$ cat src/rtl/regfile_pkg.sv
// Shared register-file definitions: address/data widths, the zero register and
// the write-request record used by every writer of the 32x32 register file.
package regfile_pkg;

  localparam int ADDR_W   = 5;
  localparam int DATA_W   = 32;
  localparam int NUM_REGS = 32;
  localparam logic [ADDR_W-1:0] ZERO_REG = '0;

  typedef struct packed {
    logic [ADDR_W-1:0] addr;
    logic [DATA_W-1:0] data;
  } wb_req_t;

  // r0 is hardwired to zero, so any write aimed at it is a no-op.
  function automatic logic is_zero_reg(input logic [ADDR_W-1:0] addr);
    return addr == ZERO_REG;
  endfunction

endpackage

$ cat src/rtl/regfile_wb_fifo.sv
// Synchronous FIFO of register-file write requests (module wb_fifo) that also
// exposes per-entry valid/address vectors so the owner can search it for hazards.
module wb_fifo
  import regfile_pkg::*;
#(
  parameter int DEPTH = 4
) (
  input  logic                             clock,
  input  logic                             reset,
  input  logic                             push,
  input  wb_req_t                          push_req,
  input  logic                             pop,
  output wb_req_t                          head,
  output logic                             full,
  output logic                             empty,
  output logic [$clog2(DEPTH):0]           count,
  output logic [DEPTH-1:0]                 entry_valid,
  output logic [DEPTH-1:0][ADDR_W-1:0]     entry_addr
);

  localparam int PTR_W = $clog2(DEPTH);
  localparam int CNT_W = PTR_W + 1;

  wb_req_t          mem [DEPTH];
  logic [PTR_W-1:0] wr_ptr;
  logic [PTR_W-1:0] rd_ptr;

  // NOTE: sequential state uses non-blocking assignments so every flop samples
  // pre-edge values regardless of block evaluation order.
  always_ff @(posedge clock) begin
    if (reset) begin
      wr_ptr <= '0;
      rd_ptr <= '0;
      count  <= '0;
    end else begin
      if (push) wr_ptr <= wr_ptr + PTR_W'(1);
      if (pop)  rd_ptr <= rd_ptr + PTR_W'(1);
      count <= count + CNT_W'(push) - CNT_W'(pop);
    end
  end

  // NOTE: storage is deliberately not reset; occupancy alone decides which
  // entries are meaningful, and leaving the array unreset keeps it RAM-friendly.
  always_ff @(posedge clock) begin
    if (push) mem[wr_ptr] <= push_req;
  end

  assign head  = mem[rd_ptr];
  assign full  = (count == CNT_W'(DEPTH));
  assign empty = (count == '0);

  // An entry is live when its distance from the read pointer is below occupancy.
  // NOTE: every variable written here gets a default first so no latch is inferred.
  always_comb begin
    logic [PTR_W-1:0] offset;
    offset      = '0;
    entry_valid = '0;
    entry_addr  = '0;
    for (int i = 0; i < DEPTH; i++) begin
      offset         = PTR_W'(i) - rd_ptr;
      entry_valid[i] = ({1'b0, offset} < count);
      entry_addr[i]  = mem[i].addr;
    end
  end

endmodule

$ cat src/rtl/regfile_wb_arbiter.sv
// Write-port arbiter for the register file: pipeline writeback has absolute
// priority, auxiliary writes queue in wb_fifo. Optional WB_FORWARD_EN adds bypass ports.
module regfile_wb_arbiter #(
  parameter int FIFO_DEPTH   = 4,
  parameter int STARVE_LIMIT = 4,
  parameter int DATA_W       = regfile_pkg::DATA_W,
  parameter int ADDR_W       = regfile_pkg::ADDR_W
) (
  input  logic              clock,
  input  logic              Reset,
  input  logic              pipe_we,
  input  logic [ADDR_W-1:0] pipe_addr,
  input  logic [DATA_W-1:0] pipe_data,
  input  logic              aux_valid,
  output logic              aux_ready,
  input  logic [ADDR_W-1:0] aux_addr,
  input  logic [DATA_W-1:0] aux_data,
  input  logic [ADDR_W-1:0] read_register_1,
  input  logic [ADDR_W-1:0] read_register_2,
  output logic              busy_1,
  output logic              busy_2,
  output logic              stall_pipe,
  output logic              reg_write_enable,
  output logic [ADDR_W-1:0] reg_write_address,
  output logic [DATA_W-1:0] write_data
`ifdef WB_FORWARD_EN
  ,
  output logic              fwd_valid_1,
  output logic              fwd_valid_2,
  output logic [DATA_W-1:0] fwd_data_1,
  output logic [DATA_W-1:0] fwd_data_2
`endif
);

  import regfile_pkg::*;

  localparam int CNT_W = $clog2(FIFO_DEPTH) + 1;
  localparam int SC_W  = $clog2(STARVE_LIMIT + 1);
  localparam logic [SC_W-1:0] STARVE_MAX = SC_W'(STARVE_LIMIT);

  logic                                pipe_eff;
  logic                                push;
  logic                                pop;
  logic                                fifo_full;
  logic                                fifo_empty;
  logic [CNT_W-1:0]                    fifo_count;
  wb_req_t                             aux_req;
  wb_req_t                             head;
  logic [FIFO_DEPTH-1:0]               entry_valid;
  logic [FIFO_DEPTH-1:0][ADDR_W-1:0]   entry_addr;
  logic [SC_W-1:0]                     starve_cnt;
  logic [SC_W-1:0]                     starve_next;

  // A pipeline write to r0 is dropped entirely and leaves the port to the queue.
  assign pipe_eff  = pipe_we && !is_zero_reg(pipe_addr);
  assign aux_ready = !fifo_full;
  assign push      = aux_valid && aux_ready;
  assign pop       = !pipe_eff && !fifo_empty;
  assign aux_req   = '{addr: aux_addr, data: aux_data};

  wb_fifo #(
    .DEPTH (FIFO_DEPTH)
  ) u_fifo (
    .clock       (clock),
    .reset       (Reset),
    .push        (push),
    .push_req    (aux_req),
    .pop         (pop),
    .head        (head),
    .full        (fifo_full),
    .empty       (fifo_empty),
    .count       (fifo_count),
    .entry_valid (entry_valid),
    .entry_addr  (entry_addr)
  );

  // The head being popped this cycle is still live in the FIFO, so it still flags busy.
  always_comb begin
    busy_1 = 1'b0;
    busy_2 = 1'b0;
    for (int i = 0; i < FIFO_DEPTH; i++) begin
      if (entry_valid[i] && entry_addr[i] == read_register_1) busy_1 = 1'b1;
      if (entry_valid[i] && entry_addr[i] == read_register_2) busy_2 = 1'b1;
    end
    if (is_zero_reg(read_register_1)) busy_1 = 1'b0;
    if (is_zero_reg(read_register_2)) busy_2 = 1'b0;
  end

  always_ff @(posedge clock) begin
    if (Reset) begin
      reg_write_enable  <= 1'b0;
      reg_write_address <= '0;
      write_data        <= '0;
    end else if (pipe_eff) begin
      reg_write_enable  <= 1'b1;
      reg_write_address <= pipe_addr;
      write_data        <= pipe_data;
    end else if (pop) begin
      reg_write_enable  <= !is_zero_reg(head.addr);
      reg_write_address <= head.addr;
      write_data        <= head.data;
    end else begin
      reg_write_enable  <= 1'b0;
    end
  end

  // Counts consecutive cycles the queue loses to the pipeline; any pop resets it.
  always_comb begin
    starve_next = starve_cnt;
    if (pop || fifo_count == '0) begin
      starve_next = '0;
    end else if (pipe_eff && starve_cnt != STARVE_MAX) begin
      starve_next = starve_cnt + SC_W'(1);
    end
  end

  // stall_pipe follows the counter's next value so it rises the cycle after the limit is hit.
  always_ff @(posedge clock) begin
    if (Reset) begin
      starve_cnt <= '0;
      stall_pipe <= 1'b0;
    end else begin
      starve_cnt <= starve_next;
      stall_pipe <= (starve_next == STARVE_MAX);
    end
  end

`ifdef WB_FORWARD_EN
  assign fwd_valid_1 = reg_write_enable && reg_write_address == read_register_1 &&
                       !is_zero_reg(read_register_1);
  assign fwd_valid_2 = reg_write_enable && reg_write_address == read_register_2 &&
                       !is_zero_reg(read_register_2);
  assign fwd_data_1  = write_data;
  assign fwd_data_2  = write_data;
`endif

endmodule

$ cat config.mk
export PLATFORM = sky130hd
export DESIGN_NAME = regfile_wb_arbiter
export DESIGN_NICKNAME = d
export VERILOG_FILES = /design/src/rtl/regfile_pkg.sv /design/src/rtl/regfile_wb_fifo.sv /design/src/rtl/regfile_wb_arbiter.sv
export SDC_FILE = /design/constraint.sdc
export NUM_CORES = 1
export LEC_CHECK = 0
export ABC_AREA = 1
export BUFFER_PORTS_ARGS = -buffer_cell sky130_fd_sc_hd__buf_2
export CAP_MARGIN = 25
export CORE_ASPECT_RATIO = 0.9
export CORE_MARGIN = 2
export CORE_UTILIZATION = 25
export CTS_CLUSTER_DIAMETER = 60
export DETAILED_ROUTE_END_ITERATION = 12
export GPL_ROUTABILITY_DRIVEN = 0
export GPL_TIMING_DRIVEN = 1
export PLACE_DENSITY = 0.47
export SLEW_MARGIN = 40
export SYNTH_ARGS = -nofsm -noshare
export SYNTH_HDL_FRONTEND = slang
export SYNTH_SLANG_ARGS = --single-unit
$ cat constraint.sdc
create_clock -name clock -period 2.8 [get_ports clock]
set_clock_uncertainty 0.2 [all_clocks]
set_input_delay 0.14 -clock clock [delete_from_list [all_inputs] [get_ports clock]]
set_output_delay 0.14 -clock clock [all_outputs]
set_load 0.05 [all_outputs]
==> run metrics <==
Post-CTS Setup Bufs 0; Final HPWL DP 15700 um; Clk Latency, worst-skew pair approximately 430 ps; layout net count ~1300; top_reg_cell synth edfxtp_1; Synth Area in Adders 0.0172; Die Height 185 um; Slowest Stage Delay on Critical Path between 300 and 400 ps; die width 206 um; final std cell area, no fill 11600 um^2; vias in the first global route 6807; commonest non-fill, non-tap cell in the layout nand2_1; Tcrit/Tclk final 0.910; multiplexer share of the synthesized area 0; post-synthesis compound-gate area fraction 0.0813; critical path launch point type flop; Slew @ Worst Pin 649 ps; Starting Density 0.253; Synth Cell Area 9140 um^2; H-Tree Depth 4; met2 GRT Util 0.217; CP startpoint u_fifo.rd_ptr[1]; CP top delay family simple AND/OR/NAND/NOR gates; drt wl/cell 14.6 um; first-pass GRT wire length 37900 um; Lkg Pwr 5.13 nW; Hold Crit Start aux_data[8]; Hold Crit Class input pin to flop; Via density around 4.1; CP arrival ~2200 ps; largest family of logic cells by synthesized area simple AND/OR/NAND/NOR gates; CP cell instances xor2_1 > inv_1 > ha_1 > inv_1 > nor2_1 > nand2_1 > nand2_1 > nor2_1 > nand2_1 > nand2_1 > nor2_1 > nor2_1 > buf_2; DRC Markers 0; minimum clock period 2550 ps; routed via count 6925; Synth Area in Simple Gates 0.196; CP Data Required Time 2460 ps; Most Used Layer, Global Route met2; Max VDD drop around 0.0004 V; reg2reg path depth 11; crit path kind flop to output port; 1st-iter DRT viols 333; CP Max Fanout 3; grt met3 use 0.0273; Final Max Tran Viols 0; Seq/Total Area, Yosys 0.598; EDFF count, synth roughly 150; Post-synth ARST share 0; most frequent cells in the layout nand2_1 (199), edfxtp_1 (148), nor2_1 (131); Synth Warn # 0; remaining global-route overflow 0; final hold vios 0; Post-Synthesis Net Count 1085; Synth Register Bits 199; RSZ-0062 raised after global routing false; root buffer cell clkbuf_16; Fmax 392 MHz; total iterations of the first detailed-routing run 5; CTS Buffer Depth 2; num ports 130; Post-Synthesis Cells 985; maxcap violations 0; PD cells 828 nW/um^2; Mean Syn Cell Area 9.28 um^2; share of cells above drive strength 1 0.168; Worst setup EP type output port; DP Area a little over 10000 um^2; GR Util met1 0.174; initial antenna violation count 1; Levels on crit path 13; Overall Power approximately 9.6 mW; area grow syn2layout 27.4%; Slew headroom 0.567; total CTS buffers 17; hold path cells 2; Final ANT Viol Nets 0; Hold Path Sink u_fifo.mem[3][8]; status completed; total track usage 0.132; filler cell count 3738; Core Area 36100 um^2; standard-cell rows 66; largest net degree at the start of global routing 76; Fin Hold WS between 200 and 250 ps; XOR/XNOR Fraction of Synth Area 0.0220; clk sinks 199; port bufs 129; CP max stage cell dfxtp_1; TritonCTS clock tree yes; worst r2r src u_fifo.count[1]; die area 38100 um^2; post-synth cell types 31; FF-to-FF End u_fifo.count[2]; clock slew seen by the registers of the worst setup and hold paths roughly 90 ps; r2r setup slk 640 ps; Buf+Inv Stages, Crit Path 3; # setup viols final 0; setup TNS 0 ps; Routed WL 24400 um
## worst reg2reg max path: stages, from the launching register on
cell and delay [ps]:
dfxtp_1 400, inv_1 160, nand3_4 140, nand2_4 90, nor2_2 130, o21bai_1 120
ha_1 150, inv_1 50, fa_1 360, inv_1 80, o21ai_0 80, a21oi_1 140
## timing repair
action	4_1_cts	5_1_grt
resized for setup	0	0
hold buffers	77	0
setup endpoints to repair	0	0
hold endpoints to repair	196	0
## flip-flops by register name, summed over array words and instances, names as in the netlist, named ones only
register,count
reg_write_enable,1
write_data,32
starve_cnt,3
u_fifo.mem,148
reg_write_address,5
u_fifo.wr_ptr,2
u_fifo.count,3
u_fifo.rd_ptr,2
stall_pipe,1
## cell usage after synthesis, types with 2 or more instances
cell	n	share of area
clkbuf_1	17	0.0070
buf_6	9	0.011
nor2_1	135	0.055
xor2_1	15	0.014
ha_1	11	0.015
buf_1	2	0.00082
buf_2	14	0.0077
o21ai_0	76	0.042
nor3_1	3	0.0016
a21oi_1	48	0.026
nand2_1	199	0.082
edfxtp_1	148	0.49
inv_2	3	0.0012
nand2_4	2	0.0025
inv_1	125	0.051
xnor2_1	8	0.0077
dfxtp_1	51	0.11
o211ai_1	8	0.0066
buf_4	4	0.0033
o21ai_1	11	0.0060
nand3_1	83	0.045
or2_2	4	0.0027
## logic make-up (layout without fill, tap and decap cells)
logic type	count (synthesis)	count (layout)
and+or+nand+nor	431	431
adders and majority gates	12	12
xor gates and xnor gates	23	23
other	0	1
buffers and inverters	176	385
DFF	199	199
AOI/OAI and AO/OA	144	144
## routing by layer
layer	up-vias	wire, um
li1	3605	-
met1	3186	11700
met2	119	11400
met3	15	990
met4	0	348
met5	-	0
## where the power goes
group	internal [mW]	switching, mW	total (mW)
Clock	1.22	1.22	2.44
Sequential	3.62	0.210	3.83
Combinational	0.982	2.37	3.36
Total	5.83	3.80	9.63
## worst max path at each step
stage / slack (ps) / end
after global placement: 630 / u_fifo.count[1]
final: 250 / busy_1
after CTS: 200 / busy_1
after global routing: 20 / busy_1
after detailed placement: 640 / u_fifo.count[1]
after floorplan: -140 / u_fifo.mem[0][0]
## layout make-up
type | instances | area, um^2 | share of cell area
Antenna cell | 1 | 2.50 | 0.000215
Clock buffer | 18 | 439 | 0.0377
Clock inverter | 14 | 144 | 0.0124
Inverter | 129 | 487 | 0.0418
Multi-Input combinational cell | 610 | 2930 | 0.251
Sequential cell | 199 | 5470 | 0.470
Tap cell | 476 | 596 | 0.0512
Timing Repair Buffer | 224 | 1580 | 0.135
## per-stage QoR
step / setup slack, ps / util / std cells
after floorplan: -135 / - / 985
after global placement: 632 / 0.285 / 1561
after detailed placement: 636 / 0.285 / 1561
after CTS: 204 / 0.322 / 1670
after global routing: 23.3 / 0.323 / 1671
final: 252 / 0.323 / 1671
Power figures use the tool's default switching activity.
